<file path="src/rtl/alu_pkg.sv">
// -----------------------------------------------------------------------------
// alu_pkg
// Shared definitions for the ALU issue front end: ALU operation codes, MIPS
// opcode/funct field values and the issue-controller FSM state encoding.
// -----------------------------------------------------------------------------
package alu_pkg;

   // ALU operation codes as understood by the combinational ALU
   localparam logic [3:0] ALU_AND  = 4'h0;
   localparam logic [3:0] ALU_OR   = 4'h1;
   localparam logic [3:0] ALU_NOR  = 4'h2;
   localparam logic [3:0] ALU_ADD  = 4'h3;
   localparam logic [3:0] ALU_SUB  = 4'h4;
   localparam logic [3:0] ALU_IDLE = 4'hF;

   // Opcode field values
   localparam logic [5:0] OPC_RTYPE = 6'h00;
   localparam logic [5:0] OPC_BEQ   = 6'h04;
   localparam logic [5:0] OPC_BNE   = 6'h05;
   localparam logic [5:0] OPC_ADDI  = 6'h08;
   localparam logic [5:0] OPC_ADDIU = 6'h09;
   localparam logic [5:0] OPC_SLTI  = 6'h0A;
   localparam logic [5:0] OPC_ANDI  = 6'h0C;
   localparam logic [5:0] OPC_ORI   = 6'h0D;

   // Funct field values (R-type only)
   localparam logic [5:0] FN_ADD  = 6'h20;
   localparam logic [5:0] FN_ADDU = 6'h21;
   localparam logic [5:0] FN_SUB  = 6'h22;
   localparam logic [5:0] FN_SUBU = 6'h23;
   localparam logic [5:0] FN_AND  = 6'h24;
   localparam logic [5:0] FN_OR   = 6'h25;
   localparam logic [5:0] FN_NOR  = 6'h27;
   localparam logic [5:0] FN_SLT  = 6'h2A;

   // Issue controller FSM states
   typedef enum logic [1:0] {
      ST_IDLE    = 2'd0,
      ST_ISSUE   = 2'd1,
      ST_CAPTURE = 2'd2,
      ST_RESP    = 2'd3
   } state_e;

endpackage : alu_pkg

</file>
<file path="src/rtl/alu_op_decoder.sv">
// -----------------------------------------------------------------------------
// alu_op_decoder
// Combinational translation of a MIPS opcode/funct pair into the ALU operation
// code plus the post-processing flags needed by the issue controller.
// Ports:
//   opcode   in  6  MIPS opcode field
//   funct    in  6  MIPS funct field, only looked at for R-type
//   alu_op   out 4  ALU operation (ALU_IDLE for illegal encodings)
//   is_slt   out 1  result must be reduced to a signed less-than bit
//   is_beq   out 1  branch taken when the subtraction is zero
//   is_bne   out 1  branch taken when the subtraction is non-zero
//   illegal  out 1  opcode/funct not supported
// -----------------------------------------------------------------------------
module alu_op_decoder
   import alu_pkg::*;
(
   input  logic [5:0] opcode,
   input  logic [5:0] funct,
   output logic [3:0] alu_op,
   output logic       is_slt,
   output logic       is_beq,
   output logic       is_bne,
   output logic       illegal
);

   // Decode opcode (and funct for R-type) into operation and flags
   always_comb begin
      alu_op  = ALU_IDLE;
      is_slt  = 1'b0;
      is_beq  = 1'b0;
      is_bne  = 1'b0;
      illegal = 1'b0;
      case (opcode)
         OPC_RTYPE: begin
            case (funct)
               FN_ADD, FN_ADDU: alu_op = ALU_ADD;
               FN_SUB, FN_SUBU: alu_op = ALU_SUB;
               FN_AND:          alu_op = ALU_AND;
               FN_OR:           alu_op = ALU_OR;
               FN_NOR:          alu_op = ALU_NOR;
               FN_SLT: begin
                  alu_op = ALU_SUB;
                  is_slt = 1'b1;
               end
               default:         illegal = 1'b1;
            endcase
         end
         OPC_ADDI, OPC_ADDIU: alu_op = ALU_ADD;
         OPC_ANDI:            alu_op = ALU_AND;
         OPC_ORI:             alu_op = ALU_OR;
         OPC_SLTI: begin
            alu_op = ALU_SUB;
            is_slt = 1'b1;
         end
         OPC_BEQ: begin
            alu_op = ALU_SUB;
            is_beq = 1'b1;
         end
         OPC_BNE: begin
            alu_op = ALU_SUB;
            is_bne = 1'b1;
         end
         default:             illegal = 1'b1;
      endcase
   end

endmodule : alu_op_decoder

</file>
<file path="src/rtl/alu_issue_ctrl.sv">
// -----------------------------------------------------------------------------
// alu_issue_ctrl
// Request-side front end for the 32-bit combinational ALU. A request is taken
// on a valid/ready handshake, decoded into an ALU operation, presented to the
// ALU from registers for a full settle cycle, and the ALU result is captured,
// post-processed (SLT/SLTI, BEQ/BNE) and returned on a valid/ready response.
// Ports:
//   clk, reset                 clock (rising edge), async active-low reset
//   req_valid/req_ready        request handshake (ready only in IDLE)
//   req_opcode/req_funct       MIPS opcode / funct fields
//   req_a/req_b                operands
//   ALUOperation/ALU_A/ALU_B   registered drive into the ALU
//   ALUResult/Zero             ALU outputs
//   resp_valid/resp_ready      response handshake
//   resp_result/resp_zero      final result and its zero flag
//   resp_branch_taken          BEQ/BNE outcome
//   resp_illegal               unsupported opcode/funct
// -----------------------------------------------------------------------------
module alu_issue_ctrl
   import alu_pkg::*;
#(
   parameter int DATA_W = 32
) (
   input  logic              clk,
   input  logic              reset,
   input  logic              req_valid,
   output logic              req_ready,
   input  logic [5:0]        req_opcode,
   input  logic [5:0]        req_funct,
   input  logic [DATA_W-1:0] req_a,
   input  logic [DATA_W-1:0] req_b,
   output logic [3:0]        ALUOperation,
   output logic [DATA_W-1:0] ALU_A,
   output logic [DATA_W-1:0] ALU_B,
   input  logic [DATA_W-1:0] ALUResult,
   input  logic              Zero,
   output logic              resp_valid,
   input  logic              resp_ready,
   output logic [DATA_W-1:0] resp_result,
   output logic              resp_zero,
   output logic              resp_branch_taken,
   output logic              resp_illegal
);

   // Signed less-than from a subtraction: the sign bit lies when a-b overflows
   function automatic logic slt_bit(input logic [DATA_W-1:0] a,
                                    input logic [DATA_W-1:0] b,
                                    input logic [DATA_W-1:0] res);
      logic ovf;
      ovf = (a[DATA_W-1] != b[DATA_W-1]) & (res[DATA_W-1] != a[DATA_W-1]);
      return res[DATA_W-1] ^ ovf;
   endfunction

   state_e            state_q, state_d;
   logic [3:0]        alu_op_q, alu_op_d;
   logic [DATA_W-1:0] alu_a_q, alu_a_d;
   logic [DATA_W-1:0] alu_b_q, alu_b_d;
   logic              is_slt_q, is_slt_d;
   logic              is_beq_q, is_beq_d;
   logic              is_bne_q, is_bne_d;
   logic              illegal_q, illegal_d;
   logic              resp_valid_q, resp_valid_d;
   logic [DATA_W-1:0] resp_result_q, resp_result_d;
   logic              resp_zero_q, resp_zero_d;
   logic              resp_branch_q, resp_branch_d;
   logic              resp_illegal_q, resp_illegal_d;

   logic [3:0]        dec_op_s;
   logic              dec_slt_s;
   logic              dec_beq_s;
   logic              dec_bne_s;
   logic              dec_illegal_s;
   logic              slt_s;

   alu_op_decoder u_dec (
      .opcode  (req_opcode),
      .funct   (req_funct),
      .alu_op  (dec_op_s),
      .is_slt  (dec_slt_s),
      .is_beq  (dec_beq_s),
      .is_bne  (dec_bne_s),
      .illegal (dec_illegal_s)
   );

   assign slt_s = slt_bit(alu_a_q, alu_b_q, ALUResult);

   // Next-state, operand/op register and response register computation
   always_comb begin
      state_d        = state_q;
      alu_op_d       = alu_op_q;
      alu_a_d        = alu_a_q;
      alu_b_d        = alu_b_q;
      is_slt_d       = is_slt_q;
      is_beq_d       = is_beq_q;
      is_bne_d       = is_bne_q;
      illegal_d      = illegal_q;
      resp_valid_d   = resp_valid_q;
      resp_result_d  = resp_result_q;
      resp_zero_d    = resp_zero_q;
      resp_branch_d  = resp_branch_q;
      resp_illegal_d = resp_illegal_q;
      case (state_q)
         ST_IDLE: begin
            if (req_valid) begin
               state_d   = ST_ISSUE;
               alu_op_d  = dec_op_s;
               alu_a_d   = req_a;
               alu_b_d   = req_b;
               is_slt_d  = dec_slt_s;
               is_beq_d  = dec_beq_s;
               is_bne_d  = dec_bne_s;
               illegal_d = dec_illegal_s;
            end else begin
               state_d = ST_IDLE;
            end
         end
         ST_ISSUE: begin
            // ALU inputs held unchanged so the combinational path settles
            state_d = ST_CAPTURE;
         end
         ST_CAPTURE: begin
            state_d      = ST_RESP;
            resp_valid_d = 1'b1;
            // ALU inputs stay valid through this cycle, then park the ALU
            alu_op_d     = ALU_IDLE;
            alu_a_d      = '0;
            alu_b_d      = '0;
            if (illegal_q) begin
               resp_result_d  = '0;
               resp_zero_d    = 1'b1;
               resp_branch_d  = 1'b0;
               resp_illegal_d = 1'b1;
            end else if (is_slt_q) begin
               resp_result_d  = {{(DATA_W-1){1'b0}}, slt_s};
               resp_zero_d    = ~slt_s;
               resp_branch_d  = 1'b0;
               resp_illegal_d = 1'b0;
            end else begin
               resp_result_d  = ALUResult;
               resp_zero_d    = (ALUResult == '0);
               resp_branch_d  = (is_beq_q & Zero) | (is_bne_q & ~Zero);
               resp_illegal_d = 1'b0;
            end
         end
         ST_RESP: begin
            if (resp_ready) begin
               state_d        = ST_IDLE;
               resp_valid_d   = 1'b0;
               resp_result_d  = '0;
               resp_zero_d    = 1'b0;
               resp_branch_d  = 1'b0;
               resp_illegal_d = 1'b0;
            end else begin
               state_d = ST_RESP;
            end
         end
         default: begin
            state_d        = ST_IDLE;
            alu_op_d       = ALU_IDLE;
            alu_a_d        = '0;
            alu_b_d        = '0;
            resp_valid_d   = 1'b0;
            resp_result_d  = '0;
            resp_zero_d    = 1'b0;
            resp_branch_d  = 1'b0;
            resp_illegal_d = 1'b0;
         end
      endcase
   end

   // State, ALU drive and response registers; reset drops any in-flight op
   always_ff @(posedge clk or negedge reset) begin
      if (!reset) begin
         state_q        <= ST_IDLE;
         alu_op_q       <= ALU_IDLE;
         alu_a_q        <= '0;
         alu_b_q        <= '0;
         is_slt_q       <= 1'b0;
         is_beq_q       <= 1'b0;
         is_bne_q       <= 1'b0;
         illegal_q      <= 1'b0;
         resp_valid_q   <= 1'b0;
         resp_result_q  <= '0;
         resp_zero_q    <= 1'b0;
         resp_branch_q  <= 1'b0;
         resp_illegal_q <= 1'b0;
      end else begin
         state_q        <= state_d;
         alu_op_q       <= alu_op_d;
         alu_a_q        <= alu_a_d;
         alu_b_q        <= alu_b_d;
         is_slt_q       <= is_slt_d;
         is_beq_q       <= is_beq_d;
         is_bne_q       <= is_bne_d;
         illegal_q      <= illegal_d;
         resp_valid_q   <= resp_valid_d;
         resp_result_q  <= resp_result_d;
         resp_zero_q    <= resp_zero_d;
         resp_branch_q  <= resp_branch_d;
         resp_illegal_q <= resp_illegal_d;
      end
   end

   assign req_ready         = (state_q == ST_IDLE);
   assign ALUOperation      = alu_op_q;
   assign ALU_A             = alu_a_q;
   assign ALU_B             = alu_b_q;
   assign resp_valid        = resp_valid_q;
   assign resp_result       = resp_result_q;
   assign resp_zero         = resp_zero_q;
   assign resp_branch_taken = resp_branch_q;
   assign resp_illegal      = resp_illegal_q;

endmodule : alu_issue_ctrl

</file>
<file path="config.mk">
export PLATFORM = sky130hd
export DESIGN_NAME = alu_issue_ctrl
export DESIGN_NICKNAME = d
export VERILOG_FILES = /design/src/rtl/alu_pkg.sv /design/src/rtl/alu_op_decoder.sv /design/src/rtl/alu_issue_ctrl.sv
export SDC_FILE = /design/constraint.sdc
export NUM_CORES = 1
export LEC_CHECK = 0
export CAP_MARGIN = 10
export CORE_MARGIN = 5
export CORE_UTILIZATION = 30
export DETAILED_ROUTE_END_ITERATION = 7
export PLACE_DENSITY = 0.61
export SLEW_MARGIN = 20
export SYNTH_ARGS = -nofsm -noshare
export SYNTH_HDL_FRONTEND = slang
export SYNTH_SLANG_ARGS = --single-unit
</file>
<file path="constraint.sdc">
create_clock -name clk -period 3.4 [get_ports clk]
set_clock_uncertainty 0.2 [all_clocks]
set_input_delay 0.68 -clock clk [delete_from_list [all_inputs] [get_ports clk]]
set_output_delay 0.68 -clock clk [all_outputs]
set_load 0.005 [all_outputs]
</file>
# == Yosys cells after proc, flatten, opt, wreduce, memory -nomap -nowiden ==
# Index checks and enable logic that the tools add are counted.
# word_totals
in_bits,113
elab_cells,87
out_inout_bits,105
reg_bits,110
# classes
muxes,31
n_bitwise,7
n_reduce_logical,14
n_eq_ne,22
# ops
op,count
32-bit case mux with 2 select lines,3
32-bit 2-to-1 mux,5
6-bit == test (second input constant),8
4-bit case mux with 5 select lines,2
32-bit zero test,1
6-bit by 4-bit == test with 1-bit output (second input constant),5
6-bit by 3-bit == test with 1-bit output (second input constant),2
1-bit case mux with 2 select lines,6
1-bit 2-to-1 mux,11
2-bit case mux with 4 select lines,1
4-bit case mux with 2 select lines,1
8-bit OR reduction,1
7-bit OR reduction,1
6-bit zero test,1
2-bit AND reduction,3
3-bit OR reduction,2
2-bit == test (second input constant),2
4-bit 2-to-1 mux,1
2-bit != test (second input constant),2
2-bit nonzero test,2
2-bit OR reduction,2
1-bit bitwise AND,3
2-bit by 1-bit == test with 1-bit output (second input constant),1
2-bit zero test,1
other kinds (5),7

# == Longest topological paths before layout ==
# depth
ltp_word,7
ltp_mapped,8
ltp_nobuf,4

# == Cells and area by module ==
# A second synthesis with hierarchy kept.
# unflattened
hier_cells,464
hier_area_um2,4677.0
# modules_own_cells
module,cells_each,seq_area_each_um2,area_each_um2,instances
alu_issue_ctrl,424,2757.6,4414.2,1
alu_op_decoder,40,0.0,262.8,1

# == Worst setup path before layout ==
# No wires, ideal clock.
# synth_timing
path_kind,input to register
start,in req_valid
end,reg alu_op_q[0] (netlist: ALUOperation[0])
n_path_buf,1
t_required_ps,3117
setup_slack_ps,1411
t_arrival_ps,1705
cell_stages,5
setup_time_ps,83
path_cell_list,or3b_1 buf_2 nor3_4 o21ai_2 o32a_1
# synth_between
elab_chain_len,2
# synth_rtl
item,line_no,source
"start, declared",alu_issue_ctrl.sv:26,"input logic req_valid,"
2-bit != test (no line),-,
2-bit AND reduction (no line),-,
"end signal, assigned",alu_issue_ctrl.sv:189,alu_op_q <= alu_op_d;
"end, declared",alu_issue_ctrl.sv:55,"logic [3:0] alu_op_q, alu_op_d;"
# Every way passes these cells.
# A chain may end at the register's enable or synchronous reset.

# == Worst setup path in the final report ==
# layout_timing
start,reg state_q[1]
end,out req_ready
# layout_between
elab_chain_len,1
# layout_rtl
item,line_no,source
"start, declared",alu_issue_ctrl.sv:54,"state_e state_q, state_d;"
"start signal, assigned",alu_issue_ctrl.sv:188,state_q <= state_d;
2-bit zero test,alu_issue_ctrl.sv:204,assign req_ready = (state_q == ST_IDLE);
"end, declared",alu_issue_ctrl.sv:27,"output logic req_ready,"
# Every way passes these cells.

==> impl_metrics.toml <==
[clock_tree]
cts_tree = "done"
htreeDepth = 3
path_clk_slew_ns = 0.07
worstSkewPairLatency_ns = 0.34
postCtsSetupRepairBufs = 0
cts.sinks = 110
clockBufferDepth = 2
cts_buffers = 9
clockRootBuffer = "clkbuf_16"
cts_hold_buf = 1
ctsResizeCount = 0

[sta]
slew_headroom_pct = 50.7
drv_slew = 0
period_needed_ns = 2.46
setup_viol = 0
worst-slew-pin-transition_ns = 0.739
tns_ns = 0
max_freq_mhz = 407
finalCritPeriodShare_pct = 72.3
finalHoldViolCount = 0
rsz0062_at_grt = "no"

[drt]
wire_per_inst_microns = 17.3
via_count = 4139
postRouteAntennaNets = 0
routed_via_density = 4.88
drtIter0Drc = 164
drc = 0
firstDrtPassIters = 4
routed_wirelength_microns = 14700

[yosys]
synth-main-ff-cell = "dfrtp_1"
yosysSeqAreaShare_pct = 61.4
synth_area_leaders = "dfrtp_1 (59%), nand2_1 (12%), nand3_1 (7.5%), a22o_1 (6.6%), dfstp_2 (2.3%)"
synth_cell_types = 43
synth.top_cells.by_count = "nand2_1 (139), dfrtp_1 (106), nand3_1 (67), a22o_1 (34), clkbuf_1 (18)"
netlist_area_sq_mm = 0.00449
yosysWarnings = 0
syn_nets = 565
yosys.area.top_type = "dfrtp_1"
synth_seq_cells = 110
synth_edf_count = 0
synth_cells = 452
synthMostInstantiatedCell = "nand2_1"
avgSynthCellArea_sq_um = 9.94
synth_top_area_share_pct = 59.1
async_flop_share_pct = 100

[power]
intPower_uw = 3330
sw_frac_of_total_pct = 31.4
power.leakage_uw = 0.00330
max-vdd-ir-drop_mv = 0.244
finalPower_uw = 4850
pwr_density_cell_mw_per_mm2 = 676
switchingPower_uw = 1520
clkPwrFrac_pct = 21.8
combPwrFrac_pct = 37.9
seq_power_share_pct = 40.3

[global_routing]
grt_pass1_wl_microns = 23500
track_usage_pct = 16.3
grt_antenna_before_repair = 0
grt_max_degree = 57
overflow = 0
grt_pass1_vias = 4381

[layout]
multiInputGateArea_sq_mm = 0.00160
n_antenna_cell = 0
area_growth_syn_to_layout_pct = 59.7
fin_nets = 772
drive_gt1_share_pct = 5.72
final-seq-area_sq_mm = 0.00276
nFillCells = 1337

[placement]
hpwl_microns = 10700
gp_congestion = 0.882
io_buffers = 217

[die]
die_y_microns = 132
dieArea_sq_mm = 0.0175
rows = 44
core_area_sq_mm = 0.0146
ioPinCount = 218
die_x_microns = 132
start_util_pct = 30.8

[outcome]
status = "finished clean"

[critical_path]
critical_path.max_stage_delay_ns = 0.59
rrSetupSlack_ns = 1.38
worstPathArrival_ns = 1.58
required_ns = 2.52
critPathCaptureType = "output port"
cp_max_fo = 7
slowest_stage = "clkdlybuf4s50_1"
path_cells = "nor2_1 -> clkdlybuf4s50_1"
reg2reg_depth = 5
r2r-end = "ALU_A[3]"
crit_buf_inv = 1
cp_top_family = "buffers and inverters"
timing.rr.start = "state_q[1]"
path_class = "reg2out"
start_kind = "flop"

[min_path]
hold_depth = 2
min_path_type = "reg2reg"
min-delay-start = "is_beq_q"
hold_path_end = "is_beq_q"

[flow_run]
max_cap_viol_count = 0
## placed cells by master (no fill, tap or decap), drive strengths merged, types with 2 or more instances in the layout
master / instances
a21boi: 2
a21oi: 5
a22o: 34
buf: 9
clkbuf: 12
clkdlybuf4s50: 216
clkinv: 3
dfrtp: 106
dfstp: 4
inv: 4
nand2: 139
nand2b: 4
nand3: 67
nand3b: 2
nor2: 12
nor3: 6
nor4: 7
o21ai: 8
## per-layer routing
layer	track usage, %	vias up	share of wire, %
li1	-	1959	-
met5	0	-	0
met1	20.5	2002	43
met3	5.38	18	7.8
met2	26.8	160	48
met4	4.92	0	1.5
## power groups by stage
stage | combinational (uW) | clock, uW | sequential, uW
floorplan | 654 | 0 | 1970
global placement | 1850 | 0 | 1960
detailed placement | 1870 | 0 | 1970
CTS | 1880 | 1100 | 1960
global route | 2020 | 1150 | 2000
finish | 1840 | 1060 | 1950
## worst register-to-register path: stages, from the launching register on
cell and delay, ns:
dfrtp_1 0.46, nor2_1 0.20, and2_2 0.67, buf_12 0.28, nand2_1 0.09, nand2_1 0.06
## kinds of logic (layout without fill, tap and decap cells)
family                 after synthesis  in the layout  synth area share (%)
AND/OR/NAND/NOR                    246            246                  24.4
flip-flops                         110            110                  61.4
AO/OA/AOI/OAI                       61             61                  10.8
buffers and inverters               34            246                  3.20
multiplexers                         1              1                 0.251
## worst max-delay path by stage
stage	startpoint	endpoint	slack [ns]	cells past startpoint
after floorplan	req_valid	ALUOperation[0]	1.41	5
after CTS	state_q[1]	req_ready	0.90	2
after global routing	state_q[1]	req_ready	0.83	2
after detailed placement	req_valid	ALUOperation[0]	0.75	5
after global placement	req_valid	ALUOperation[0]	0.81	5
final	state_q[1]	req_ready	0.94	2
## layout make-up
type / count / area share, %
Clock inverter: 4 / 0.628
Sequential cell: 110 / 38.5
Multi-Input combinational cell: 308 / 22.3
Tap cell: 184 / 3.21
Clock buffer: 12 / 3.58
Inverter: 4 / 0.209
Timing Repair Buffer: 226 / 31.6
## stage by stage
step	util (%)	area (sq um)	std cells	worst slack [ns]	hold WS, ns
floorplan	-	4490	452	1.41	0.184
global placement	47.0	6860	831	0.809	0.265
CTS	49.2	7170	848	0.899	0.284
detailed placement	47.0	6860	831	0.747	0.268
global route	49.2	7170	848	0.828	0.318
finish	49.2	7170	848	0.941	0.280
## registers in the layout (all words and copies together), names as in the netlist
name               cells
ALUOperation           4
ALU_A                 32
ALU_B                 32
illegal_q              1
is_beq_q               1
is_bne_q               1
is_slt_q               1
resp_branch_taken      1
resp_illegal           1
resp_result           32
resp_valid             1
resp_zero              1
state_q                2
No activity file was read; power rests on OpenSTA's default activity.
